$ cat src/rtl/fma_dot_seq.sv
// Dot-product sequencer around an external single-cycle combinational FMA.
// Streams len operand pairs through the FMA, accumulating a*b+acc, then presents the sum.
module fma_dot_seq #(
  parameter int LEN_W = 8
) (
  input  logic             clk,
  input  logic             rst,
  input  logic             start,
  input  logic [LEN_W-1:0] len,
  output logic             busy,
  // Handshakes: a transfer happens on a rising edge where valid and ready are both high;
  // ready never depends combinationally on valid, and the result stays stable while valid waits for ready.
  input  logic             in_valid,
  output logic             in_ready,
  input  logic [31:0]      in_a,
  input  logic [31:0]      in_b,
  output logic [31:0]      fma_a,
  output logic [31:0]      fma_b,
  output logic [31:0]      fma_c,
  input  logic [31:0]      fma_out,
  output logic             res_valid,
  input  logic             res_ready,
  output logic [31:0]      res_data,
  output logic [1:0]       dbg_state
);

  typedef enum logic [1:0] {
    S_IDLE  = 2'd0,
    S_RUN   = 2'd1,
    S_DRAIN = 2'd2,
    S_DONE  = 2'd3
  } state_t;

  state_t           state_q, state_d;
  logic [31:0]      acc_q, acc_d;
  logic [LEN_W-1:0] cnt_q, cnt_d;
  logic             op_valid_q, op_valid_d;
  logic [31:0]      op_a_q, op_a_d;
  logic [31:0]      op_b_q, op_b_d;
  logic             accept;

  assign accept = in_valid & in_ready;

  always_ff @(posedge clk) begin
    if (rst) begin
      state_q    <= S_IDLE;
      acc_q      <= '0;
      cnt_q      <= '0;
      op_valid_q <= 1'b0;
      op_a_q     <= '0;
      op_b_q     <= '0;
    end else begin
      state_q    <= state_d;
      acc_q      <= acc_d;
      cnt_q      <= cnt_d;
      op_valid_q <= op_valid_d;
      op_a_q     <= op_a_d;
      op_b_q     <= op_b_d;
    end
  end

  always_comb begin
    state_d = state_q;
    case (state_q)
      S_IDLE: begin
        if (start) begin
          state_d = (len != '0) ? S_RUN : S_DONE;
        end
      end
      S_RUN: begin
        if (accept && (cnt_q == LEN_W'(1))) begin
          state_d = S_DRAIN;
        end
      end
      S_DRAIN: state_d = S_DONE;
      S_DONE: begin
        if (res_ready) begin
          state_d = S_IDLE;
        end
      end
      default: state_d = S_IDLE;
    endcase
  end

  // The registered pair is folded into acc on the edge after it was accepted.
  always_comb begin
    acc_d      = acc_q;
    cnt_d      = cnt_q;
    op_valid_d = 1'b0;
    op_a_d     = op_a_q;
    op_b_d     = op_b_q;
    if (op_valid_q) begin
      acc_d = fma_out;
    end
    case (state_q)
      S_IDLE: begin
        if (start) begin
          acc_d = '0;
          cnt_d = len;
        end
      end
      S_RUN: begin
        if (accept) begin
          op_a_d     = in_a;
          op_b_d     = in_b;
          op_valid_d = 1'b1;
          if (cnt_q != '0) begin
            cnt_d = cnt_q - LEN_W'(1);
          end
        end
      end
      default: ;
    endcase
  end

  always_comb begin
    busy      = (state_q != S_IDLE);
    in_ready  = (state_q == S_RUN);
    res_valid = (state_q == S_DONE);
    res_data  = acc_q;
    fma_a     = op_a_q;
    fma_b     = op_b_q;
    fma_c     = acc_q;
    dbg_state = state_q;
  end

endmodule

$ cat config.mk
export PLATFORM = sky130hd
export DESIGN_NAME = fma_dot_seq
export DESIGN_NICKNAME = d
export VERILOG_FILES = /design/src/rtl/fma_dot_seq.sv
export SDC_FILE = /design/constraint.sdc
export NUM_CORES = 1
export LEC_CHECK = 0
export CORE_MARGIN = 5
export CORE_UTILIZATION = 42
export CTS_CLUSTER_SIZE = 40
export DETAILED_ROUTE_END_ITERATION = 6
export PLACE_DENSITY = 0.86
export SYNTH_ARGS = -nofsm -noshare
export SYNTH_HDL_FRONTEND = slang
export SYNTH_SLANG_ARGS = --single-unit
$ cat constraint.sdc
create_clock -name clk -period 4.15 [get_ports clk]
set_input_delay 0.83 -clock clk [delete_from_list [all_inputs] [get_ports clk]]
set_output_delay 0.83 -clock clk [all_outputs]
set_load 0.05 [all_outputs]
* Yosys cells after proc, flatten, opt, wreduce, memory -nomap -nowiden
Cells that the tools add are included.
** Word-level totals
- Logic and storage cells :: 41
- Bits of input ports :: 109
- Register bits after elaboration :: 107
** Operators by class
- Reduce and logical (&&, ||, !) cells :: 10
- Multiplexer cells :: 13
- Equal/unequal tests :: 9
- Add/subtract/negate cells :: 1
- Bitwise gates (word level) :: 2
** Operators by type and width (number)
- 32-bit 2-to-1 mux :: 3
- 8-bit 2-to-1 mux :: 3
- 8-bit one-hot mux with 2 select lines :: 1
- 8-bit nonzero test :: 2
- 8-bit by 1-bit equality test with 1-bit output (second input constant) :: 1
- 2-bit 2-to-1 mux :: 4
- 2-bit by 1-bit inequality test with 1-bit output (second input constant) :: 4
- 2-bit one-hot mux with 4 select lines :: 1
- 8-bit by 1-bit subtractor with 8-bit output (second input constant) :: 1
- 2-bit equality test (second input constant) :: 2
- 4-bit AND reduction :: 1
- 2-bit nonzero test :: 2
- 3-bit AND reduction :: 1
- 2-bit by 1-bit equality test with 1-bit output (second input constant) :: 1
- 2-bit zero test :: 1
- 2-bit inequality test (second input constant) :: 1
- 2-bit AND reduction :: 1
- 2-bit OR reduction :: 1
- 1-bit AND :: 1
- 1-bit logical AND :: 1
- 1-bit 2-to-1 mux :: 1
- 1-bit inverter :: 1

* Depth between registers and ports, before layout
Gate-level depths: netlist of the first run.
- Word-level depth :: 5
- Depth in mapped cells :: 7
- Depth with buffers taken out :: 6

* Least setup slack after synthesis of the first run
Ideal clock, no wire load.
- Kind :: register to register
- From :: reg state_q[1], in the netlist dbg_state[1]
- To :: reg cnt_q[1]
- Cell stages (with the launch flop) :: 7
- Arrival :: 2.275 ns
- Path buffers :: 0
- Clock period less this slack :: 2.406 ns
- Slack :: 1.744 ns
- Cells stage by stage :: dfxtp_1 inv_1 ha_1 nor4bb_4 a221o_2 a211oi_2 a211oi_2
** On the way
- Word-level cells in the longest chain between the ends :: 4
** Ends and longest elaborated chain
- start, declared :: line 34 : state_t state_q, state_d;
- start signal, assigned :: line 53 : state_q <= state_d;
- 2-bit by 1-bit equality test with 1-bit output * :: line 118 : in_ready = (state_q == S_RUN);
- net in_ready :: line 14 : output logic in_ready,
- 1-bit AND :: line 42 : assign accept = in_valid & in_ready;
- 2-bit by 1-bit inequality test with 1-bit output (no source line)
- 4-bit AND reduction (no source line)
- end signal, assigned :: line 55 : cnt_q <= cnt_d;
- end, declared :: line 36 : logic [LEN_W-1:0] cnt_q, cnt_d;
Mark *: on every way through the listed nets, which the timed path passes. The rest lies on a longest branch.
A chain may end at the register's enable or synchronous reset.

* Worst setup path in the final report of the first run
- From :: reg state_q[1], in the netlist dbg_state[1]
- To :: out in_ready
** On the way
- Word-level cells in the longest chain between the ends :: 1
** Ends and longest elaborated chain (line)
- 2-bit by 1-bit equality test with 1-bit output :: 118
- end, declared :: 14
Every way passes these cells.

==> run_results.csv, run 1 <==
group,metric,value,unit
routing,finalWirelength,13300,µm
final_layout,antenna_cells,0,
logic_synthesis,ys_ff_latch,107,
routing,drc_errors,0,
grt,met2_usage,37.0,%
final_layout,seqCellArea,0.00214,mm²
critical_path,end_kind,"primary output",
logic_synthesis,synthTopCellsByArea,"dfxtp_1 49%, nand2_1 11%, a21oi_1 8.7%, mux2i_1 7.4%, buf_4 5.5%",
logic_synthesis,yosysMostFrequentCell,"nand2_1",
final_layout,final_cells,841,
logic_synthesis,ys_seq_area_share,49.2,%
placed_design,dp_hpwl,10100,µm
pwr,irDropWorstVdd,0.000315,V
final_layout,final_nets,818,
final_layout,multiInputGateArea,0.00182,mm²
critical_path,rr_startpoint,"dbg_state[1]",
clock_network,clk_latency,0.36,ns
placed_design,dp_slack,1.38,ns
critical_path,critPathLaunch,"dbg_state[1]",
grt,met1_usage,21.9,%
floorplanning,die_width,112,µm
sta,slew_headroom,16.1,%
placed_design,gp_congestion,0.866,
floorplanning,design.core.area,0.0102,mm²
sta,holdWs,0.459,ns
routing,firstDrtPassIters,4,
worst_hold_path,hold_start,"fma_a[13]",
routing,viasPerCell,4.90,
logic_synthesis,syn_area_per_cell,8.56,µm²
grt,grt_overflow,0,
clock_network,cts-root-buf,"clkbuf_8",
sta,fin_tns_setup,0,ns
clock_network,postCtsSetupBuffers,0,
grt,grt_max_degree,76,
pwr,total_power,3.46,mW
grt,top_usage_layer,"met2",
clock_network,cts_resized,0,
status,status,"complete, no violations",
clock_network,path_clk_slew,0.10,ns
logic_synthesis,synth-simple-area-share,18.3,%
clock_network,clock_path_buffers,2,
routing,initialDrtViolationCount,197,
sta,fin_crit,3.19,ns
logic_synthesis,synth_compound_area_share,13.1,%
routing,routed-via-count,4124,
flow_run,maxCapViolCount,0,
pwr,leakagePower,2.35,nW
clock_network,ctsHoldBuffers,0,
pwr,power_density,512,mW/mm²
grt,met3_usage,6.52,%
floorplanning,num_rows,37,
logic_synthesis,synth_enable_flop_cells,0,
grt,antenna_found_initial,0,
sta,setup_viol,0,
logic_synthesis,synth_commonest_cells,"132 x nand2_1, 107 x dfxtp_1, 76 x a21oi_1, 40 x nor2_1",
floorplanning,die_area,0.0125,mm²
grt,grt_pass1_wl,21000,µm
logic_synthesis,synth_mux_area_share,7.93,%
logic_synthesis,ys_warn_count,0,
critical_path,criticalPathCategory,"flip-flop to primary output",
clock_network,htree_num_levels,3,
sta,rsz0062_at_grt,"false",
sta,max_freq,314,MHz
grt,first_global_vias,4178,
worst_hold_path,hp-class,"flip-flop to flip-flop",
routing,wl_per_cell,15.8,µm
final_layout,area_growth,55.2,%
placed_design,numPortBuffers,241,
logic_synthesis,synthAdderAreaFrac,2.30,%
clock_network,clock-sinks,107,
clock_network,cts_tree,"built",
logic_synthesis,synthArstFlopShare,0,%
floorplanning,io_pins,242,
floorplanning,die_height,112,µm
critical_path,cp.arrival,2.36,ns
logic_synthesis,netlist_area,0.00436,mm²
logic_synthesis,synth_top_area_share,49.2,%
sta,worst_pin_slew,1.25,ns
sta,skew,0.0124,ns
sta,drv_slew,0,
grt,grtUsageTotal,20.6,%
final_layout,drive_above_1_share,4.40,%
sta,setup_ws,0.965,ns
final_layout,nFillCells,804,
logic_synthesis,synthCells,509,
floorplanning,initial_utilization,42.6,%
clock_network,cts_made_buffers,9,
logic_synthesis,yosys.area_share.xor_xnor,0,%
routing,ant_nets,0,
sta,period_share,76.7,%
logic_synthesis,yosysUniqueCellTypes,33,
critical_path,crit_path_max_fanout,18,
placed_design,dp.cells,826,
logic_synthesis,yosys.area.top_type,"dfxtp_1",
logic_synthesis,synth_nets,626,
critical_path,start_kind,"flip-flop",
logic_synthesis,ys.flop_type,"dfxtp_1",
critical_path,cp.required,3.32,ns
logic_synthesis,synth_top_family_by_area,"simple AND/OR/NAND/NOR gates",
sta,final-hold-violation-count,0,
==> power breakdown <==
group	internal, mW	leakage [nW]	switching, mW	total [mW]
clock	0.224	0.0916	0.356	0.579
sequential	1.17	0.869	0.128	1.29
combinational	0.582	1.39	1.01	1.59
==> metal layers <==
metal	wire length, µm	share of wire [%]
met5	0	0
met4	402	3.0
met3	1160	8.7
met2	6670	50
met1	5070	38
==> layout make-up <==
cell class	count	share of cell area, %
repair buffers	243	35.8
flip-flops and latches	107	31.7
multi-input cells	331	26.9
clock inverters	6	0.759
well taps	136	2.52
clock buffers	9	1.83
inverters	9	0.500
==> logic make-up after synthesis <==
logic type / Yosys count
compound gates: 99
simple gates: 190
mux: 34
flops: 107
fa+ha+maj: 8
buf+inv: 71
==> worst paths after layout <==
check,to,slack [ns],depth (start not counted)
worst max-delay path,in_ready,0.96,3
worst min-delay path,fma_a[13],0.46,2
worst min register to register,fma_a[13],0.46,2
worst max register to register,fma_b[8],1.40,7
==> metrics by stage <==
stage          util [%]  instance area [µm²]
2_1_floorplan         -                 4360
3_3_place_gp       64.4                 6590
3_5_place_dp       64.4                 6590
4_1_cts            66.1                 6760
5_1_grt            66.1                 6760
6_report           66.1                 6760
==> cell usage in the layout (no fill, tap or decap), drive strengths merged, types with 8 or more instances in the layout <==
cell type and n:
clkdlybuf4s50 240, nand2 132, dfxtp 107, a21oi 76, nor2 41, mux2i 33
o21ai 11, inv 11, clkbuf 9, ha 8
==> critical path: stages, from the launching register on <==
cell and delay [ns]:
dfxtp_1 0.36, inv_1 0.11, ha_1 0.59, clkdlybuf4s50_1 0.93
==> registers in the layout, summed over array words and instances (netlist names) <==
| register | count |
|---|---|
| fma_a | 32 |
| fma_b | 32 |
| fma_c | 32 |
| cnt_q | 8 |
| dbg_state | 2 |
| op_valid_q | 1 |
No activity file was read; power rests on OpenSTA's default activity.
==> run 2: changes to the inputs <==
--- a/config.mk
+++ b/config.mk
@@ -6,10 +6,10 @@
 export NUM_CORES = 1
 export LEC_CHECK = 0
 export CORE_MARGIN = 5
-export CORE_UTILIZATION = 42
+export CORE_UTILIZATION = 39
 export CTS_CLUSTER_SIZE = 40
 export DETAILED_ROUTE_END_ITERATION = 6
-export PLACE_DENSITY = 0.86
+export PLACE_DENSITY = 0.81
 export SYNTH_ARGS = -nofsm -noshare
 export SYNTH_HDL_FRONTEND = slang
 export SYNTH_SLANG_ARGS = --single-unit
==> constraint.sdc (replaced) <==
create_clock -name clk -period 3.3 [get_ports clk]
set_input_delay 0.66 -clock clk [delete_from_list [all_inputs] [get_ports clk]]
set_output_delay 0.66 -clock clk [all_outputs]
set_load 0.05 [all_outputs]
==> run 2 against run 1 <==
  * Clock-buffer cell count is 2 higher
  * Core utilization decreased by 3.3 points
  * Clock skew is 0.0033 ns lower
  * First-iteration DRC count is the same
==> run_results.csv, run 2 (same netlist as run 1, synthesis figures left out) <==
group,metric,value,unit
routing,viasPerCell,4.87,
worst_hold_path,hp-class,"flip-flop to flip-flop",
status,status,"complete, no violations",
sta,setup_ws,0.571,ns
critical_path,rr_endpoint,"fma_b[0]",
clock_network,clk_latency,0.36,ns
sta,max_freq,366,MHz
final_layout,final_cells,849,
final_layout,fin_area,0.00684,mm²
sta,final-hold-violation-count,0,
routing,drc_errors,0,
clock_network,ctsHoldBuffers,0,
placed_design,dp.cells,833,
grt,first_global_vias,4164,
sta,rsz0062_at_grt,"false",
clock_network,clock-sinks,107,
worst_hold_path,hold_depth,2,
critical_path,cpMaxStageDelayCell,"clkdlybuf4s50_1",
routing,initialDrtViolationCount,197,
critical_path,reg2regPathDepth,8,
clock_network,cts_tree,"built",
final_layout,antenna_cells,0,
final_layout,nFillCells,921,
sta,skew,0.00907,ns
critical_path,cp.required,2.64,ns
final_layout,post-route-util,62.8,%
critical_path,regToRegSetupSlack,1.16,ns
worst_hold_path,hold_start,"fma_b[10]",
floorplanning,io_pins,242,
grt,grtUsageTotal,19.2,%
sta,setup_viol,0,
final_layout,final_nets,821,
routing,ant_nets,0,
final_layout,final_cell_mix,"240 x clkdlybuf4s50_1, 131 x nand2_1, 106 x dfxtp_1, 76 x a21oi_1, 40 x nor2_1",
critical_path,slowest_delay,0.83,ns
placed_design,dp_slack,0.970,ns
routing,firstDrtPassIters,4,
clock_network,cts-root-buf,"clkbuf_8",
sta,fin_crit,2.73,ns
critical_path,crit_chain,"inv_1, ha_1, inv_1, clkdlybuf4s50_1",
clock_network,postCtsSetupBuffers,0,
floorplanning,die_height,116,µm
sta,slew_headroom,36.1,%
final_layout,area_growth,57.0,%
sta,period_share,82.7,%
floorplanning,design.core.area,0.0109,mm²
clock_network,cts_resized,0,
critical_path,rr_startpoint,"dbg_state[1]",
grt,grt_max_degree,56,
routing,wl_per_cell,15.7,µm
placed_design,gp_congestion,0.818,
sta,fin_tns_setup,0,ns
final_layout,final_common_cell,"clkdlybuf4s50_1",
grt,grt_overflow,0,
sta,worst_pin_slew,0.958,ns
floorplanning,die_width,116,µm
pwr,leakagePower,2.38,nW
clock_network,clock_path_buffers,2,
final_layout,drive_above_1_share,4.80,%
placed_design,dp_hpwl,10200,µm
floorplanning,initial_utilization,40.0,%
critical_path,cp.arrival,2.07,ns
routing,finalWirelength,13300,µm
pwr,irDropWorstVdd,0.000294,V
floorplanning,num_rows,38,
clock_network,path_clk_slew,0.09,ns
clock_network,cts_made_buffers,9,
clock_network,htree_num_levels,3,
grt,grt_pass1_wl,20500,µm
critical_path,criticalPathCategory,"flip-flop to primary output",
routing,routed-via-count,4137,
floorplanning,die_area,0.0134,mm²
pwr,power_density,654,mW/mm²
worst_hold_path,whs_endpoint,"fma_b[10]",
flow_run,maxCapViolCount,0,
critical_path,start_kind,"flip-flop",
critical_path,end_kind,"primary output",
critical_path,path_common_cell,"inv_1",
grt,antenna_found_initial,0,
sta,drv_slew,0,
placed_design,numPortBuffers,241,
critical_path,crit_path_max_fanout,5,
placed_design,dpl-instance-area,0.00664,mm²
==> run 2: cell type report <==
class	count	area (µm²)	share of cell area, %
Timing Repair Buffer	246	2470	36.1
Sequential cell	107	2140	31.3
Multi-Input combinational cell	331	1820	26.5
Tap cell	140	175	2.56
Clock buffer	11	141	2.07
Clock inverter	5	61.3	0.896
Inverter	9	33.8	0.494
==> run 2: per-layer routing <==
metal	global-route usage, %	vias up	wire (µm)
met5	0	-	0
met4	7.42	0	280
met3	6.48	18	1270
met2	34.8	166	6850
met1	20.5	1915	4890
li1	-	2038	-
==> run 2: worst max path at each step <==
stage                       from       end  slack [ns]  depth (start not counted)
floorplan           dbg_state[1]  cnt_q[1]        0.89                          6
global placement    dbg_state[0]      busy        1.04                          4
detailed placement  dbg_state[0]      busy        0.97                          4
CTS                 dbg_state[0]      busy        0.55                          4
global route        dbg_state[0]      busy        0.48                          4
finish              dbg_state[0]      busy        0.57                          4
==> run 2: report_power, final <==
| part | internal (mW) | switching, mW | total [mW] |
|---|---|---|---|
| sequential | 1.47 | 0.163 | 1.63 |
| clock | 0.377 | 0.435 | 0.811 |
| combinational | 0.760 | 1.27 | 2.03 |
| total | 2.60 | 1.87 | 4.47 |
==> run 2: through the flow <==
stage                     hold slack [ns]  total power [mW]
after global placement              0.441              3.63
after global routing                0.475              4.72
after detailed placement            0.447              3.69
final                               0.456              4.47
after floorplan                     0.483              3.02
after CTS                           0.460              4.51
==> run 2: critical path: cells and delay by family, from the launching register on <==
kind / cells / cell delay, ns
adder cells (fa/ha/maj): 1 / 0.26
buffers and inverters: 3 / 1.03
flip-flops: 1 / 0.42
